--- config.mk ---
export PLATFORM = sky130hd
export DESIGN_NAME = reorder_buffer_flat
export DESIGN_NICKNAME = d
export VERILOG_FILES = /design/src/rtl/reorder_buffer_if.sv /design/src/rtl/reorder_buffer.sv /design/src/flat_wrapper.sv
export SDC_FILE = /design/constraint.sdc
export NUM_CORES = 2
export LEC_CHECK = 0
export ABC_AREA = 1
export BUFFER_PORTS_ARGS = -buffer_cell sky130_fd_sc_hd__buf_2
export CAP_MARGIN = 5
export CORE_AREA = 4 4 503 505
export CTS_CLUSTER_SIZE = 12
export DETAILED_ROUTE_END_ITERATION = 16
export DIE_AREA = 0 0 507 509
export HOLD_SLACK_MARGIN = 0.12
export PLACE_DENSITY_LB_ADDON = 0.25
export SYNTH_ARGS = -nofsm -noshare
export SYNTH_HDL_FRONTEND = slang
export SYNTH_SLANG_ARGS = --single-unit
--- constraint.sdc ---
create_clock -name clk -period 4.2 [get_ports clk]
set_clock_uncertainty 0.2 [all_clocks]
set_input_delay 1.05 -clock clk [delete_from_list [all_inputs] [get_ports clk]]
set_output_delay 1.05 -clock clk [all_outputs]
set_load 0.01 [all_outputs]
--- src/rtl/reorder_buffer_if.sv ---
// Handshake bundle between rename/dispatch, writeback units and the reorder buffer.
// The ROB side uses the slave modport; the pipeline/driver side uses master.
interface reorder_buffer_if #(
    parameter int DEPTH  = 32,
    parameter int PREG_W = 7
);
    localparam int TAG_W = $clog2(DEPTH);

    logic              alloc_valid;
    logic              alloc_ready;
    logic [PREG_W-1:0] alloc_pd_new;
    logic [PREG_W-1:0] alloc_pd_old;
    logic [31:0]       alloc_pc;
    logic [TAG_W-1:0]  alloc_tag;

    logic              alu_done;
    logic [TAG_W-1:0]  alu_tag;
    logic              mem_done;
    logic [TAG_W-1:0]  mem_tag;
    logic              b_done;
    logic [TAG_W-1:0]  b_tag;
    logic              mispredict;
    logic [TAG_W-1:0]  mispredict_tag;

    logic              commit_valid;
    logic [PREG_W-1:0] commit_pd_new;
    logic [PREG_W-1:0] commit_pd_old;
    logic [31:0]       commit_pc;
    logic [TAG_W-1:0]  commit_tag;
    logic              rob_empty;
    logic              rob_full;
    logic [31:0]       perf_commit_cnt;
    logic [31:0]       perf_stall_cnt;

    modport master (
        output alloc_valid, alloc_pd_new, alloc_pd_old, alloc_pc,
        output alu_done, alu_tag, mem_done, mem_tag, b_done, b_tag,
        output mispredict, mispredict_tag,
        input  alloc_ready, alloc_tag,
        input  commit_valid, commit_pd_new, commit_pd_old, commit_pc, commit_tag,
        input  rob_empty, rob_full, perf_commit_cnt, perf_stall_cnt
    );

    modport slave (
        input  alloc_valid, alloc_pd_new, alloc_pd_old, alloc_pc,
        input  alu_done, alu_tag, mem_done, mem_tag, b_done, b_tag,
        input  mispredict, mispredict_tag,
        output alloc_ready, alloc_tag,
        output commit_valid, commit_pd_new, commit_pd_old, commit_pc, commit_tag,
        output rob_empty, rob_full, perf_commit_cnt, perf_stall_cnt
    );
endinterface

--- src/rtl/reorder_buffer.sv ---
// Circular in-order retirement queue: allocate at tail, complete by tag, retire at head,
// squash younger entries on mispredict. Define ROB_PERF_CNT_EN to build the perf counters.
module reorder_buffer #(
    parameter int DEPTH  = 32,
    parameter int PREG_W = 7
) (
    input  logic             clk,
    input  logic             reset,
    reorder_buffer_if.slave  rob
);
    localparam int TAG_W = $clog2(DEPTH);
    localparam int CNT_W = TAG_W + 1;

    logic [PREG_W-1:0] pd_new_q [DEPTH];
    logic [PREG_W-1:0] pd_new_d [DEPTH];
    logic [PREG_W-1:0] pd_old_q [DEPTH];
    logic [PREG_W-1:0] pd_old_d [DEPTH];
    logic [31:0]       pc_q     [DEPTH];
    logic [31:0]       pc_d     [DEPTH];
    logic [DEPTH-1:0]  valid_q, valid_d;
    logic [DEPTH-1:0]  complete_q, complete_d;
    logic [TAG_W-1:0]  head_q, head_d;
    logic [TAG_W-1:0]  tail_q, tail_d;
    logic [CNT_W-1:0]  count_q, count_d;

    logic              full;
    logic              alloc_fire;
    logic              commit_fire;
    logic              mp_fire;
    logic [TAG_W-1:0]  mp_age;

    assign full        = (count_q == CNT_W'(DEPTH));
    // Reset wins over retirement so nothing leaves the ROB in the cycle it is flushed.
    assign commit_fire = valid_q[head_q] && complete_q[head_q] && !reset;
    assign mp_fire     = rob.mispredict && valid_q[rob.mispredict_tag];
    assign alloc_fire  = rob.alloc_valid && !full && !mp_fire;
    assign mp_age      = rob.mispredict_tag - head_q;

    assign rob.alloc_ready   = !full;
    assign rob.alloc_tag     = tail_q;
    assign rob.rob_full      = full;
    assign rob.rob_empty     = (count_q == '0);
    assign rob.commit_valid  = commit_fire;
    assign rob.commit_pd_new = commit_fire ? pd_new_q[head_q] : '0;
    assign rob.commit_pd_old = commit_fire ? pd_old_q[head_q] : '0;
    assign rob.commit_pc     = commit_fire ? pc_q[head_q]     : '0;
    assign rob.commit_tag    = commit_fire ? head_q           : '0;

    always_comb begin
        pd_new_d   = pd_new_q;
        pd_old_d   = pd_old_q;
        pc_d       = pc_q;
        valid_d    = valid_q;
        complete_d = complete_q;
        head_d     = head_q;
        tail_d     = tail_q;
        count_d    = count_q;

        if (rob.alu_done && valid_q[rob.alu_tag]) complete_d[rob.alu_tag] = 1'b1;
        if (rob.mem_done && valid_q[rob.mem_tag]) complete_d[rob.mem_tag] = 1'b1;
        if (rob.b_done   && valid_q[rob.b_tag])   complete_d[rob.b_tag]   = 1'b1;

        if (alloc_fire) begin
            pd_new_d[tail_q]   = rob.alloc_pd_new;
            pd_old_d[tail_q]   = rob.alloc_pd_old;
            pc_d[tail_q]       = rob.alloc_pc;
            valid_d[tail_q]    = 1'b1;
            complete_d[tail_q] = 1'b0;
            tail_d             = tail_q + TAG_W'(1);
        end

        // Anything older-than-head-relative age beyond the branch is younger and gets squashed,
        // which also discards completions that landed on those tags this cycle.
        if (mp_fire) begin
            for (int i = 0; i < DEPTH; i++) begin
                if ((TAG_W'(i) - head_q) > mp_age) begin
                    valid_d[i]    = 1'b0;
                    complete_d[i] = 1'b0;
                end
            end
            complete_d[rob.mispredict_tag] = 1'b1;
            tail_d = rob.mispredict_tag + TAG_W'(1);
        end

        if (commit_fire) begin
            valid_d[head_q]    = 1'b0;
            complete_d[head_q] = 1'b0;
            head_d             = head_q + TAG_W'(1);
        end

        if (mp_fire) begin
            count_d = CNT_W'(mp_age) + CNT_W'(1) - CNT_W'(commit_fire);
        end else begin
            count_d = count_q + CNT_W'(alloc_fire) - CNT_W'(commit_fire);
        end
    end

    always_ff @(posedge clk) begin
        if (reset) begin
            for (int i = 0; i < DEPTH; i++) begin
                pd_new_q[i] <= '0;
                pd_old_q[i] <= '0;
                pc_q[i]     <= '0;
            end
            valid_q    <= '0;
            complete_q <= '0;
            head_q     <= '0;
            tail_q     <= '0;
            count_q    <= '0;
        end else begin
            pd_new_q   <= pd_new_d;
            pd_old_q   <= pd_old_d;
            pc_q       <= pc_d;
            valid_q    <= valid_d;
            complete_q <= complete_d;
            head_q     <= head_d;
            tail_q     <= tail_d;
            count_q    <= count_d;
        end
    end

`ifdef ROB_PERF_CNT_EN
    logic [31:0] perf_commit_q, perf_commit_d;
    logic [31:0] perf_stall_q, perf_stall_d;

    always_comb begin
        perf_commit_d = perf_commit_q + 32'(commit_fire);
        perf_stall_d  = perf_stall_q + 32'(rob.alloc_valid && full);
    end

    always_ff @(posedge clk) begin
        if (reset) begin
            perf_commit_q <= '0;
            perf_stall_q  <= '0;
        end else begin
            perf_commit_q <= perf_commit_d;
            perf_stall_q  <= perf_stall_d;
        end
    end

    assign rob.perf_commit_cnt = perf_commit_q;
    assign rob.perf_stall_cnt  = perf_stall_q;
`else
    assign rob.perf_commit_cnt = '0;
    assign rob.perf_stall_cnt  = '0;
`endif

endmodule

--- src/flat_wrapper.sv ---
// flat-port wrapper written by rule: the top's interface ports become plain ports
module reorder_buffer_flat 
#(
    parameter int DEPTH  = 32,
    parameter int PREG_W = 7
)
  (clk, reset, rob_alloc_valid, rob_alloc_pd_new, rob_alloc_pd_old, rob_alloc_pc, rob_alu_done, rob_alu_tag, rob_mem_done, rob_mem_tag, rob_b_done, rob_b_tag, rob_mispredict, rob_mispredict_tag, rob_alloc_ready, rob_alloc_tag, rob_commit_valid, rob_commit_pd_new, rob_commit_pd_old, rob_commit_pc, rob_commit_tag, rob_rob_empty, rob_rob_full, rob_perf_commit_cnt, rob_perf_stall_cnt);
  reorder_buffer_if #(.DEPTH(DEPTH), .PREG_W(PREG_W)) rob_i ();
  input  logic clk;
  input  logic reset;
  input wire logic [$bits(rob_i.alloc_valid)-1:0] rob_alloc_valid;
  input wire logic [$bits(rob_i.alloc_pd_new)-1:0] rob_alloc_pd_new;
  input wire logic [$bits(rob_i.alloc_pd_old)-1:0] rob_alloc_pd_old;
  input wire logic [$bits(rob_i.alloc_pc)-1:0] rob_alloc_pc;
  input wire logic [$bits(rob_i.alu_done)-1:0] rob_alu_done;
  input wire logic [$bits(rob_i.alu_tag)-1:0] rob_alu_tag;
  input wire logic [$bits(rob_i.mem_done)-1:0] rob_mem_done;
  input wire logic [$bits(rob_i.mem_tag)-1:0] rob_mem_tag;
  input wire logic [$bits(rob_i.b_done)-1:0] rob_b_done;
  input wire logic [$bits(rob_i.b_tag)-1:0] rob_b_tag;
  input wire logic [$bits(rob_i.mispredict)-1:0] rob_mispredict;
  input wire logic [$bits(rob_i.mispredict_tag)-1:0] rob_mispredict_tag;
  output wire logic [$bits(rob_i.alloc_ready)-1:0] rob_alloc_ready;
  output wire logic [$bits(rob_i.alloc_tag)-1:0] rob_alloc_tag;
  output wire logic [$bits(rob_i.commit_valid)-1:0] rob_commit_valid;
  output wire logic [$bits(rob_i.commit_pd_new)-1:0] rob_commit_pd_new;
  output wire logic [$bits(rob_i.commit_pd_old)-1:0] rob_commit_pd_old;
  output wire logic [$bits(rob_i.commit_pc)-1:0] rob_commit_pc;
  output wire logic [$bits(rob_i.commit_tag)-1:0] rob_commit_tag;
  output wire logic [$bits(rob_i.rob_empty)-1:0] rob_rob_empty;
  output wire logic [$bits(rob_i.rob_full)-1:0] rob_rob_full;
  output wire logic [$bits(rob_i.perf_commit_cnt)-1:0] rob_perf_commit_cnt;
  output wire logic [$bits(rob_i.perf_stall_cnt)-1:0] rob_perf_stall_cnt;
  assign rob_i.alloc_valid = rob_alloc_valid;
  assign rob_i.alloc_pd_new = rob_alloc_pd_new;
  assign rob_i.alloc_pd_old = rob_alloc_pd_old;
  assign rob_i.alloc_pc = rob_alloc_pc;
  assign rob_i.alu_done = rob_alu_done;
  assign rob_i.alu_tag = rob_alu_tag;
  assign rob_i.mem_done = rob_mem_done;
  assign rob_i.mem_tag = rob_mem_tag;
  assign rob_i.b_done = rob_b_done;
  assign rob_i.b_tag = rob_b_tag;
  assign rob_i.mispredict = rob_mispredict;
  assign rob_i.mispredict_tag = rob_mispredict_tag;
  assign rob_alloc_ready = rob_i.alloc_ready;
  assign rob_alloc_tag = rob_i.alloc_tag;
  assign rob_commit_valid = rob_i.commit_valid;
  assign rob_commit_pd_new = rob_i.commit_pd_new;
  assign rob_commit_pd_old = rob_i.commit_pd_old;
  assign rob_commit_pc = rob_i.commit_pc;
  assign rob_commit_tag = rob_i.commit_tag;
  assign rob_rob_empty = rob_i.rob_empty;
  assign rob_rob_full = rob_i.rob_full;
  assign rob_perf_commit_cnt = rob_i.perf_commit_cnt;
  assign rob_perf_stall_cnt = rob_i.perf_stall_cnt;
  reorder_buffer #(.DEPTH(DEPTH), .PREG_W(PREG_W)) u_core (.clk(clk), .reset(reset), .rob(rob_i));
endmodule
After elaboration in Yosys (flattened, before gate mapping):

Index checks and enable logic that the tools add are counted.

* $add $sub $neg: 40
* $lt $le $gt $ge: 47
* equality and inequality tests: 1
* mux-type cells: 152
* bitwise gates (word level): 12
* reduce and logical (&&, ||, !) cells: 20

Operators with widths (number)
* bitwise mux 1024 bit: 1
* bitwise mux 224 bit: 2
* two-way mux 32 bit: 13
* binary-select mux 32 bit (select 5 bit): 1
* demux 32 bit (select 5 bit): 1
* > comparator 5 bit: 32
* OR 32 bit: 5
* two-way mux 1 bit: 108
* AND 32 bit: 3
* subtractor 5 bit, first input constant: 16
* binary-select mux 7 bit (select 5 bit): 2
* inverter 32 bit: 2
* two-way mux 7 bit: 7
* subtractor 4 x 5 -> 5 bit, first input constant: 8
* less-than comparator 5 x 6 -> 1 bit, second input constant: 6
* demux 7 bit (select 5 bit): 1
* binary-select mux 1 bit (select 5 bit): 6
* demux 1 bit (select 5 bit): 6
* >= comparator 5 x 1 -> 1 bit, second input constant: 6
* subtractor 3 x 5 -> 5 bit, first input constant: 4
* adder 5 x 1 -> 5 bit, second input constant: 3
* logical AND 1 bit: 15
* two-way mux 5 bit: 3
* >= comparator 6 bit, second input constant: 2
* other kinds (13): 19

* register bits after elaboration: 1552
* input bits: 73
* output and inout bits: 124
* logic and storage cells: 373

Depth between registers and ports, before layout:

* depth in word-level cells: 18
* mapped depth: 24
* mapped depth without buffers: 21

Least setup slack after synthesis:

Ideal clock, no wire load.

* path kind: register -> register
* from: register u_core.head_q[1]
* to: register u_core.complete_q[31]
* library setup time: 0.116 ns
* arrival: 3.896 ns
* data required time: 3.884 ns
* setup slack: -0.012 ns
* stages on the path, launching flop included: 22
* buffers on the path: 5
* clock period less this slack: 4.212 ns
* cell sequence: dfxtp_1 > buf_2 > inv_1 > clkbuf_1 > buf_2 > clkbuf_1 > clkbuf_1 > ha_1 > nand3_1 > nand2_1 > xor2_1 > inv_1 > ha_1 > inv_1 > o21bai_1 > nand3_1 > nand2_1 > nand3_1 > nand2_1 > inv_1 > nand2_1 > a21oi_1

* cells in the longest elaborated chain, start to end: 8
* elaborated cells on any way between the ends: 21
* classes of those cells: add/sub (2); order compare (3); mux (10); bitwise (3); reduce/logical (3)

RTL lines
* from (decl): RTL line reorder_buffer.sv:22 `logic [TAG_W-1:0] head_q, head_d;`
* from (signal assigned): RTL line reorder_buffer.sv:107 `head_q <= '0;`
* from (signal assigned): RTL line reorder_buffer.sv:116 `head_q <= head_d;`
* subtractor 5 bit, on equally long branches: RTL line reorder_buffer.sv:76, reorder_buffer.sv:37
* > comparator 5 bit: RTL line reorder_buffer.sv:76 `if ((TAG_W'(i) - head_q) > mp_age) begin`
* two-way mux 1 bit: RTL line reorder_buffer.sv:76
* two-way mux 1 bit: RTL line reorder_buffer.sv:74 `if (mp_fire) begin`
* OR 32 bit (no source line)
* two-way mux 32 bit: RTL line reorder_buffer.sv:74
* AND 32 bit (no source line)
* two-way mux 32 bit *: RTL line reorder_buffer.sv:85 `if (commit_fire) begin`
* to (signal assigned): RTL line reorder_buffer.sv:115 `complete_q <= complete_d;`
* to (decl): RTL line reorder_buffer.sv:21 `logic [DEPTH-1:0] complete_q, complete_d;`

Mark *: on every way between the ends. The rest lies on a longest branch, timed or not. The select of a mux whose other input is x is not followed.
A chain may end at the register's enable or synchronous reset.

Final worst setup path:

* from: register u_core.head_q[0]
* to: output rob_commit_pd_old[1]

* cells in the longest elaborated chain, start to end: 5
* elaborated cells on any way between the ends: 11
* classes of those cells: mux (8); bitwise (1); reduce/logical (2)

RTL lines
* inverter 5 -> 6 bit (not written as such) or binary-select mux 1 bit (select 5 bit) (tied branches): RTL line reorder_buffer.sv:45, reorder_buffer.sv:34
* binary-select mux 7 bit (select 5 bit) or two-way mux 1 bit (tied branches): RTL line reorder_buffer.sv:45, reorder_buffer.sv:34
* two-way mux 7 bit (not written as such) or logical AND 1 bit (tied branches) (2 in a row): RTL line reorder_buffer.sv:45, reorder_buffer.sv:34
* two-way mux 7 bit *: RTL line reorder_buffer.sv:45 `assign rob.commit_pd_old = commit_fire ? pd_old_q[head_q] : '0;`
* to (decl): RTL line flat_wrapper.sv:27 `output wire logic [$bits(rob_i.commit_pd_old)-1:0] rob_commit_pd_old;`

Marks and branches as above.

==> reports/summary.log <==
qor: logic_synthesis.synthDistinctLibCells 41
qor: floorplan.initial_core_util 30.0%
qor: timing.final-hold-violation-count 0
qor: timing.maxSlewHeadroom 18.7%
qor: worst_setup_path.timing.critical_path.from_type register
qor: global_routing.grt_pass1_wl 487 mm
qor: cts.clock_insertion_delay_worst_skew 0.87 ns
qor: route.route.detailed.vias_per_inst 5.44
qor: logic_synthesis.synth_top_cell_area_share 41.8%
qor: floorplan.design.die.area 258000 um^2
qor: logic_synthesis.netlist_instances 10700
qor: worst_setup_path.critical_path_cell_count 11
qor: logic_synthesis.post-synth-top-count-cell a21oi_1
qor: worst_setup_path.timing.reg2reg.worst_path_depth 20
qor: global_routing.antenna_found_initial 37
qor: cts.h-tree-depth 4
qor: worst_setup_path.cpPeakStageDelay 0.43 ns
qor: cts.numClockSinks 1552
qor: global_routing.groute.usage.overall 25.0%
qor: cts.cts_made_buffers 177
qor: timing.timing.final.setup_violations 52
qor: worst_setup_path.critical_path.most_common_cell buf_6
qor: cells_and_area.fillCellCount 25800
qor: timing.share_of_the_clock_period_used_by_the_worst_path 109%
qor: logic_synthesis.synth_area_leader_cell dfxtp_1
qor: global_routing.grt_pass1_vias 69300
qor: route.drt-initial-drc-count 8902
qor: worst_setup_path.crit_type register to primary output
qor: cells_and_area.area_growth 22.2%
qor: worst_setup_path.cp.buffers_inverters 6
qor: timing.timing.hold.ws 0.244 ns
qor: logic_synthesis.ys.flop_type dfxtp_1
qor: worst_setup_path.crit_path_max_delay_family buffers and inverters
qor: route.drc_errors 0
qor: route.drt-pass1-iter-count 9
qor: logic_synthesis.syn_area_per_cell 6.95 um^2
qor: floorplan.floorplan.die.height 509 um
qor: route.ant_nets 0
qor: timing.worst-slew-pin-transition 1.22 ns
qor: worst_setup_path.path_cells buf_8 > buf_4 > clkbuf_16 > buf_16 > nor2_1 > a211oi_1 > o311ai_2 > nand3_4 > a22oi_2 > buf_6 > buf_6
qor: cells_and_area.stdcell_count 14100
qor: logic_synthesis.ys_seq_area_share 41.8%
qor: timing.max_slew_violations 0
qor: worst_setup_path.critical_path_peak_fanout 14
qor: timing.grt_setup_unrepaired true
qor: worst_setup_path.critical_path_origin u_core.head_q[0]
qor: min_path.startpoint_of_the_tightest_hold_check_path u_core.pd_old_q[98]
qor: logic_synthesis.synth_edf_count 0
qor: cts.worst_setup_hold_path_clk_slew 0.06 ns
qor: worst_setup_path.r2r_setup_slack 0.33 ns
qor: job.max-cap-violations 0
qor: floorplan.rows 183
qor: cts.clockBufferDepth 3
qor: global_routing.grt_max_degree 190
qor: logic_synthesis.ys_seq_elements 1552
qor: route.detailroute.via_count 76500
qor: logic_synthesis.synthArstFlopShare 0%
qor: pwr.power.density 382 nW/um^2
qor: outcome.violations setup timing
qor: cts.clockRootBuffer clkbuf_16
qor: cts.tritoncts built
qor: pwr.cellLeakagePower 0.0316 uW
qor: place.place_hpwl 195 mm
qor: logic_synthesis.synth_top_cells_by_count a21oi_1, nand2_1, dfxtp_1
qor: floorplan.chipWidth 507 um
qor: route.routedWlPerCell 24.3 um
qor: floorplan.num_io_pins 197
qor: place.gp_routability_congestion 0.938
qor: worst_setup_path.arrival_worst_endpoint 3.31 ns
qor: floorplan.design.core.area 248000 um^2
qor: timing.fmax 0.219 GHz
qor: pwr.worst_ir_drop_vdd 0.415 mV
qor: cts.cts_hold_buf 0
qor: timing.shortest_clock_period_the_worst_path_allows_after_layout 4.56 ns
qor: logic_synthesis.synth.area.top_cells dfxtp_1, a21oi_1, o21ai_0, nand2_1, inv_1
qor: worst_setup_path.worstSetupEndpointType primary output
qor: timing.worst_slack -0.360 ns
qor: worst_setup_path.timing.rr.end u_core.count_q[4]
qor: worst_setup_path.crit_path_end rob_commit_pd_old[1]
qor: min_path.holdCritPathClass register to register
qor: worst_setup_path.worst-endpoint-required 2.95 ns
qor: place.dp.cells 13600
qor: route.routed_wl 342 mm
qor: logic_synthesis.post_syn_area 74400 um^2
qor: cells_and_area.final_layout_size_suffix_gt1_share 12.1%
qor: global_routing.globalRouteOverflowTotal 0
qor: outcome.outcome complete, but fails checks
qor: place.port-buffer-count 132
qor: logic_synthesis.yosys_warnings 0
qor: worst_setup_path.worstReg2RegStart u_core.head_q[0]
qor: worst_setup_path.slowest_stage dfxtp_4
qor: cells_and_area.final_net_count 10800
-- per-stage QoR --
| step | setup TNS [ns] | setup slack (ns) | power (uW) | instance area (um^2) | util, % |
|---|---|---|---|---|---|
| 2_1_floorplan | 0 | 0.169 | 17700 | 74600 | - |
| 3_3_place_gp | -0.637 | -0.251 | 19000 | 79600 | 32.1 |
| 3_5_place_dp | -0.544 | -0.249 | 19100 | 79600 | 32.1 |
| 4_1_cts | -16.73 | -0.443 | 34800 | 89100 | 35.9 |
| 5_1_grt | -17.04 | -0.440 | 35800 | 90800 | 36.6 |
| 6_report | -12.29 | -0.360 | 34700 | 90900 | 36.6 |
-- registers in the layout, indices dropped and copies added (netlist names) --
| register | count |
|---|---|
| u_core.valid_q | 32 |
| u_core.rob.alloc_tag | 5 |
| u_core.head_q | 5 |
| u_core.pd_new_q | 224 |
| u_core.pc_q | 1024 |
| u_core.count_q | 6 |
| u_core.complete_q | 32 |
| u_core.pd_old_q | 224 |
-- cells in the final DEF (no fill, tap or decap), drive strengths merged, types with 57 or more instances in the layout --
master / Yosys / routed
a21oi: 2207 / 2207
a211oi: 174 / 174
nand2: 1819 / 1819
clkbuf: 693 / 291
inv: 1017 / 1022
buf: 384 / 679
o31ai: 57 / 57
conb: 1 / 64
nand4: 100 / 100
ha: 96 / 96
nand3: 642 / 642
dfxtp: 1552 / 1552
o21ai: 1581 / 1581
nor2: 194 / 194
-- logic make-up (layout without fill, tap and decap cells) --
family / after synthesis / after routing / synth area share [%]
DFF: 1552 / 1552 / 41.8
AOI/OAI and AO/OA: 4101 / 4101 / 28.7
and+or+nand+nor: 2830 / 2830 / 16.1
buffers and inverters: 2104 / 2049 / 11.5
adders and majority gates: 98 / 98 / 1.67
xor gates and xnor gates: 20 / 20 / 0.236
other: 1 / 90 / 0.00504
-- metal layers --
metal | wire length, um | vias to the layer above | global-route usage, %
met2 | 150000 | 3703 | 38.7
met3 | 30500 | 683 | 3.88
met5 | 23 | - | 0
li1 | - | 35600 | -
met4 | 14800 | 4 | 10.5
met1 | 147000 | 36600 | 34.4
-- how the worst min path moves through the flow --
stage	endpoint	slack, ns	cells after the start
after floorplan	u_core.pd_new_q[100]	0.22	2
after global placement	u_core.pd_new_q[99]	0.23	2
after detailed placement	u_core.pc_q[471]	0.24	2
after CTS	u_core.pc_q[471]	0.25	2
after global routing	u_core.pd_new_q[102]	0.26	2
final	u_core.pd_old_q[98]	0.24	2
-- area by class of cell --
class | instances | area (um^2) | share of cell area [%]
inverter | 1027 | 3920 | 4.31
multi-input combinational | 7113 | 36700 | 40.3
timing repair buffer | 708 | 9130 | 10.0
clock inverter | 45 | 692 | 0.762
clock buffer | 269 | 5140 | 5.66
tap | 3330 | 4170 | 4.59
antenna | 26 | 65.1 | 0.0716
sequential | 1552 | 31100 | 34.2
-- worst min-delay path, delay by kind of cell (launching register included) --
kind            cells  cell delay [ns]
compound gates      1             0.05
buf+inv             1             0.05
flops               1             0.31
-- where the power goes --
part	leakage (uW)	switching, uW	internal (uW)
logic	0.0163	2660	1060
clock network	0.00284	6800	8940
registers	0.0125	170	15100
-- what timing repair did --
| action | 4_1_cts | 5_1_grt |
|---|---|---|
| buffers inserted | 60 | 46 |
| setup endpoints to repair | 52 | 52 |
| resized for setup | 469 | 254 |
| gates cloned | 49 | 23 |
| pin swaps | 104 | 85 |
No activity file was read; power rests on OpenSTA's default activity.
